--- config.mk ---
export PLATFORM = sky130hd
export DESIGN_NAME = display_scan_mux_n
export DESIGN_NICKNAME = d
export VERILOG_FILES = /design/src/rtl/display_scan_mux_n.sv
export SDC_FILE = /design/constraint.sdc
export NUM_CORES = 1
export LEC_CHECK = 0
export ABC_AREA = 1
export CORE_MARGIN = 8
export CORE_UTILIZATION = 38
export CTS_CLUSTER_DIAMETER = 120
export DETAILED_ROUTE_END_ITERATION = 7
export PLACE_DENSITY_LB_ADDON = 0.25
export SLEW_MARGIN = 25
export SYNTH_ARGS = -nofsm -noshare
export SYNTH_HDL_FRONTEND = slang
export SYNTH_SLANG_ARGS = --single-unit
--- constraint.sdc ---
create_clock -name clk -period 3.2 [get_ports clk]
set_input_delay 0.8 -clock clk [delete_from_list [all_inputs] [get_ports clk]]
set_output_delay 0.8 -clock clk [all_outputs]
set_load 0.01 [all_outputs]
--- src/rtl/display_scan_mux_n.sv ---
// Time-multiplexed N-digit scanner with leading-zero blanking, decimal points, PWM brightness and double-buffered updates.
// Latency: an/bcd_out/dp_out/blank_out are registered, one cycle after (scan index, prescaler); frame_done/update_pending come straight from state registers.
// Backpressure: none; load is a strobe that is always accepted, and a newer load overwrites older shadow data.
//
// Ports:
//   clk, reset          : clock, synchronous active-high reset
//   load                : capture digits_in/dp_in (shadow, or straight to active on a frame boundary)
//   digits_in, dp_in    : BCD nibble and decimal point per digit (digit 0 = rightmost)
//   digit_en            : per-digit anode enable (the slot is still consumed when disabled)
//   lz_suppress         : blank leading zeros
//   brightness          : duty level, all-ones = full duty
//   an                  : active-low anodes, at most one low
//   bcd_out, dp_out     : nibble and decimal point for the current digit
//   blank_out           : tells the decoder to turn all segments off
//   frame_done          : one-cycle pulse on the frame boundary cycle
//   update_pending      : shadow holds data not yet applied
module display_scan_mux_n #(
  parameter int NUM_DIGITS  = 8,
  parameter int PRESCALE    = 25000,
  parameter int BRIGHT_BITS = 3
) (
  input  logic                      clk,
  input  logic                      reset,
  input  logic                      load,
  input  logic [4*NUM_DIGITS-1:0]   digits_in,
  input  logic [NUM_DIGITS-1:0]     dp_in,
  input  logic [NUM_DIGITS-1:0]     digit_en,
  input  logic                      lz_suppress,
  input  logic [BRIGHT_BITS-1:0]    brightness,
  output logic [NUM_DIGITS-1:0]     an,
  output logic [3:0]                bcd_out,
  output logic                      dp_out,
  output logic                      blank_out,
  output logic                      frame_done,
  output logic                      update_pending
);

  localparam int PW = (PRESCALE > 1) ? $clog2(PRESCALE) : 1;
  localparam int IW = $clog2(NUM_DIGITS);
  // Wide enough for (2^BRIGHT_BITS)*PRESCALE without overflow.
  localparam int OW = PW + BRIGHT_BITS + 1;

  localparam logic [PW-1:0] PRESC_MAX = PW'(PRESCALE - 1);
  localparam logic [IW-1:0] IDX_MAX   = IW'(NUM_DIGITS - 1);
  localparam logic [OW-1:0] PRESC_W   = OW'(PRESCALE);

  logic [PW-1:0]                  r_presc;
  logic [IW-1:0]                  r_idx;
  logic [BRIGHT_BITS-1:0]         r_bright;
  logic [NUM_DIGITS-1:0][3:0]     r_sh_dig;
  logic [NUM_DIGITS-1:0]          r_sh_dp;
  logic [NUM_DIGITS-1:0][3:0]     r_act_dig;
  logic [NUM_DIGITS-1:0]          r_act_dp;
  logic                           r_pending;

  logic                           w_wrap;
  logic                           w_boundary;
  logic [OW-1:0]                  w_on_time;
  logic                           w_elig;
  logic [NUM_DIGITS-1:0]          w_supp;
  logic                           w_on;
  logic [NUM_DIGITS-1:0]          w_an_nxt;

  assign w_wrap     = (r_presc == PRESC_MAX);
  assign w_boundary = w_wrap && (r_idx == '0);

  // On-time in prescaler ticks; all-ones brightness yields exactly PRESCALE (full duty).
  assign w_on_time = (((OW'(r_bright) + OW'(1)) * PRESC_W) >> BRIGHT_BITS);
  // Prescaler 0 is always eligible because PRESCALE >= 2^BRIGHT_BITS, so the
  // slot register sampled on that same cycle is never needed before it is valid.
  assign w_elig    = (OW'(r_presc) < w_on_time);

  // A digit is a leading zero when it and every digit to its left hold 0 with no
  // decimal point. Disabled digits still count; digit 0 is always shown.
  always_comb begin
    logic v_run;
    v_run  = 1'b1;
    w_supp = '0;
    for (int i = NUM_DIGITS - 1; i >= 0; i--) begin
      v_run     = v_run && (r_act_dig[i] == 4'd0) && !r_act_dp[i];
      w_supp[i] = lz_suppress && (i != 0) && v_run;
    end
  end

  assign w_on = digit_en[r_idx] && w_elig && !w_supp[r_idx];

  always_comb begin
    w_an_nxt = '1;
    if (w_on) begin
      w_an_nxt[r_idx] = 1'b0;
    end
  end

  // Scan counters: the index walks from the leftmost digit down to digit 0.
  always_ff @(posedge clk) begin
    if (reset) begin
      r_presc  <= '0;
      r_idx    <= IDX_MAX;
      r_bright <= '0;
    end else begin
      r_presc <= w_wrap ? '0 : r_presc + PW'(1);
      if (w_wrap) begin
        r_idx <= (r_idx == '0) ? IDX_MAX : r_idx - IW'(1);
      end
      if (r_presc == '0) begin
        r_bright <= brightness;
      end
    end
  end

  // Double buffer: active data changes only on the frame boundary, so a frame is
  // never drawn with a mix of old and new digits.
  always_ff @(posedge clk) begin
    if (reset) begin
      r_sh_dig  <= '0;
      r_sh_dp   <= '0;
      r_act_dig <= '0;
      r_act_dp  <= '0;
      r_pending <= 1'b0;
    end else if (w_boundary) begin
      r_pending <= 1'b0;
      if (load) begin
        // Fresh data on the boundary goes straight to the display.
        r_act_dig <= digits_in;
        r_act_dp  <= dp_in;
      end else if (r_pending) begin
        r_act_dig <= r_sh_dig;
        r_act_dp  <= r_sh_dp;
      end
    end else if (load) begin
      r_sh_dig  <= digits_in;
      r_sh_dp   <= dp_in;
      r_pending <= 1'b1;
    end
  end

  always_ff @(posedge clk) begin
    if (reset) begin
      an        <= '1;
      bcd_out   <= 4'd0;
      dp_out    <= 1'b0;
      blank_out <= 1'b1;
    end else begin
      an        <= w_an_nxt;
      bcd_out   <= r_act_dig[r_idx];
      dp_out    <= r_act_dp[r_idx] && w_on;
      blank_out <= !w_on;
    end
  end

  assign frame_done     = w_boundary;
  assign update_pending = r_pending;

endmodule

==> run metrics <==
outcome=finished, final reports clean; # clock sinks=116; most frequent cells in the layout=nand2_1, inv_1, dfxtp_1; detail-routed via count per cell=4.85; unrepaired setup endpoints after global routing=yes; Critical Path Sink Type=flip-flop; CP arrival=3.48 ns; Worst EP required=approximately 3.5 ns; initial antenna violation count=0; R2R cell count=21; hpwl dp=11,400 um; largest net degree at the start of global routing=85; worst-path cell chain=buf_6 > nand3_4 > inv_4 > buf_12 > ha_4 > inv_2 > ha_4 > buf_4 > xor2_2 > nand2_1 > nor4_1 > nand2_1 > nand2_1 > nand2_1 > nand2_2 > ha_4 > a21oi_2 > nand3b_1 > nand2_2 > nor2_4 > nand3_1; final hold violation count=0; Top cell by count, worst path=nand2_1; final hold slack=approximately 0.45 ns; Initial Utilization=around two fifths; Seq/Total Area, Yosys=38.3%; slowest CP cell=dfxtp_4; Hold Path End=r_sh_dig[30]$_SDFFE_PP0P_; final non-filler cell total=1,144; post-layout util=50.4%; max-cap violation count=0; RePlAce Congestion=slightly below 0.9; delay of the slowest critical-path stage=0.36 ns; r2r endpoint=an[5]$_SDFF_PP1_; final worst slack=roughly 0.0072 ns; slew margin rel.=about 56%; Root Driver=clkbuf_16; die height=between 100 and 150 um; ys flop type=dfxtp_1; GRT Resource Usage Total=16.4%; CTS tree=built; Ys Warns=0; Final Cell Area=slightly below 8000 um^2; worst r2r src=r_bright[0]$_SDFFE_PP0N_; Final Skew=0.00971 ns; clock-pin transition on the worst setup and hold timing paths=~0.05 ns; layout cell share with drive strength beyond 1=between 10 and 15%; worst hold path type=flip-flop to flip-flop; Synth Area per Inst=between 7 and 8 um^2; CP Buf/Inv Count=5; Die ar.=20,200 um^2; fin nets=1,003; dpl cell area=around 7000 um^2; hold path startpoint=r_sh_dig[30]$_SDFFE_PP0P_; Syn Nets=a little over 900; Post-Place Cells=approximately 1,100; Slew @ Worst Pin=about 0.65 ns; EDFF count, synth=0; CTS H-tree lvls=4; # setup viols final=0; core area=about 16,000 um^2; worst skew pair latency=about 0.41 ns; antenna viol nets, final=0; fmax=between 300 and 400 MHz; CP max FO=5; worst hold stages=2; R2R Setup Slk=between 0.007 and 0.008 ns; final WL=16,000 um; fin crit share=between 90 and 100%; TritonCTS buffer count=17; WP depth=21; DR pass1 iterations=5; synth top area cells=dfxtp_1, nand2_1, inv_1, ha_1, a21oi_1; Leak=around 0.0035 uW; gr ovfl total=0; setup slack at placement=-0.203 ns; Die Width=142 um; Post-Synthesis Cells=approximately 830; Top delay family on crit path=simple AND/OR/NAND/NOR gates; hold bufs inserted after CTS=0; drt first-iter violations=between 300 and 400; I/O pins=71; vias in the first global route=approximately 5,400; diode count=0; Async SR Flop Fraction=0%; count of state elements after synthesis=~120; largest area contributor in the netlist=dfxtp_1; Netlist cell types=38; type of the worst setup path=flip-flop to flip-flop; Final min period=3.19 ns; drt wl/cell=around 14 um; via count=5,551; top cell type's share of synthesized area=between 30% and 40%; most common cell after layout, fill and taps aside=nand2_1; CP Launch Type=flip-flop; residual DRC count=0; CTS Buffer Depth=2; max-slew violation count=0; first-pass GRT wire length=around 27,000 um; Layout area overhead=30.7%; worst vdd ir=between 0.3 and 0.4 mV; Synth Cell Area=approximately 6000 um^2; site row count=46; pwr dens=slightly below 500 nW/um^2; Port Buffers=70
==> cell families after synthesis <==
logic type	after synthesis	share of synthesized area, %
and+or+nand+nor	322	24.6
AOI/OAI and AO/OA	184	17.5
DFF	116	38.3
buffers and inverters	163	11.1
adders and majority gates	33	6.82
xor gates and xnor gates	11	1.59
==> metrics by stage <==
step / total power [uW] / TNS (ns)
6_report: 3850 / 0
5_1_grt: 4050 / -1.17
4_1_cts: 3850 / 0
3_5_place_dp: 2080 / -1.79
3_3_place_gp: 2070 / -0.957
2_1_floorplan: 1860 / 0
==> timing repair <==
item	CTS	global route
setup buffers	2	5
gates resized for setup	25	30
pin swaps	15	24
cloned	2	0
endpoints found under the setup margin	10	11
==> cell type report <==
| type | count | area, um^2 |
|---|---|---|
| timing repair buffer | 100 | 981 |
| inverter | 128 | 485 |
| multi-input combinational | 551 | 3300 |
| tap | 216 | 270 |
| timing repair inverter | 1 | 6.26 |
| fill | 1547 | 7800 |
| clock inverter | 12 | 81.3 |
| sequential | 116 | 2330 |
| clock buffer | 20 | 457 |
==> routing by layer <==
layer	track usage (%)	wire (um)	part of all wire (%)
met1	21.2	7650	48
met2	26.0	7370	46
met3	4.29	804	5.0
met5	0	0	0
met4	5.14	148	0.93
==> where the power goes <==
group | total [uW] | switching (uW) | internal (uW)
Clock | 1710 | 680 | 1030
Sequential | 1520 | 23.9 | 1490
Combinational | 625 | 324 | 301
Total | 3850 | 1030 | 2820
==> synth_stat cells (8+ instances only) <==
| cell type | instances |
|---|---|
| dfxtp_1 | 116 |
| and3_1 | 36 |
| nor2_1 | 55 |
| nand4_1 | 10 |
| a21oi_1 | 61 |
| inv_1 | 120 |
| nor3_1 | 8 |
| or2_2 | 8 |
| o21ai_0 | 57 |
| clkbuf_1 | 20 |
| o22ai_1 | 10 |
| buf_2 | 8 |
| nand3_1 | 34 |
| ha_1 | 33 |
| nand2_1 | 147 |
| o211ai_1 | 38 |
==> worst max-delay path by stage <==
stage / startpoint / end
4_1_cts: r_bright[0]$_SDFFE_PP0N_ / an[5]$_SDFF_PP1_
3_5_place_dp: r_bright[1]$_SDFFE_PP0N_ / an[5]$_SDFF_PP1_
3_3_place_gp: r_bright[1]$_SDFFE_PP0N_ / an[7]$_SDFF_PP1_
6_report: r_bright[0]$_SDFFE_PP0N_ / an[5]$_SDFF_PP1_
2_1_floorplan: r_bright[0]$_SDFFE_PP0N_ / an[0]$_SDFF_PP1_
5_1_grt: r_bright[0]$_SDFFE_PP0N_ / an[4]$_SDFF_PP1_
==> sequential cells by signal, summed over array words and instances, names as in the netlist <==
name,count
r_act_dig,32
r_sh_dig,32
r_presc,15
an,8
r_act_dp,8
r_sh_dp,8
bcd_out,4
r_bright,3
r_idx,3
blank_out,1
dp_out,1
update_pending,1
==> tightest hold or removal path, cell delays in order, from the launching register on <==
cell	delay [ns]
dfxtp_1	0.29
inv_1	0.06
a21oi_1	0.05
Note: power is estimated with default switching activity, not from simulation.
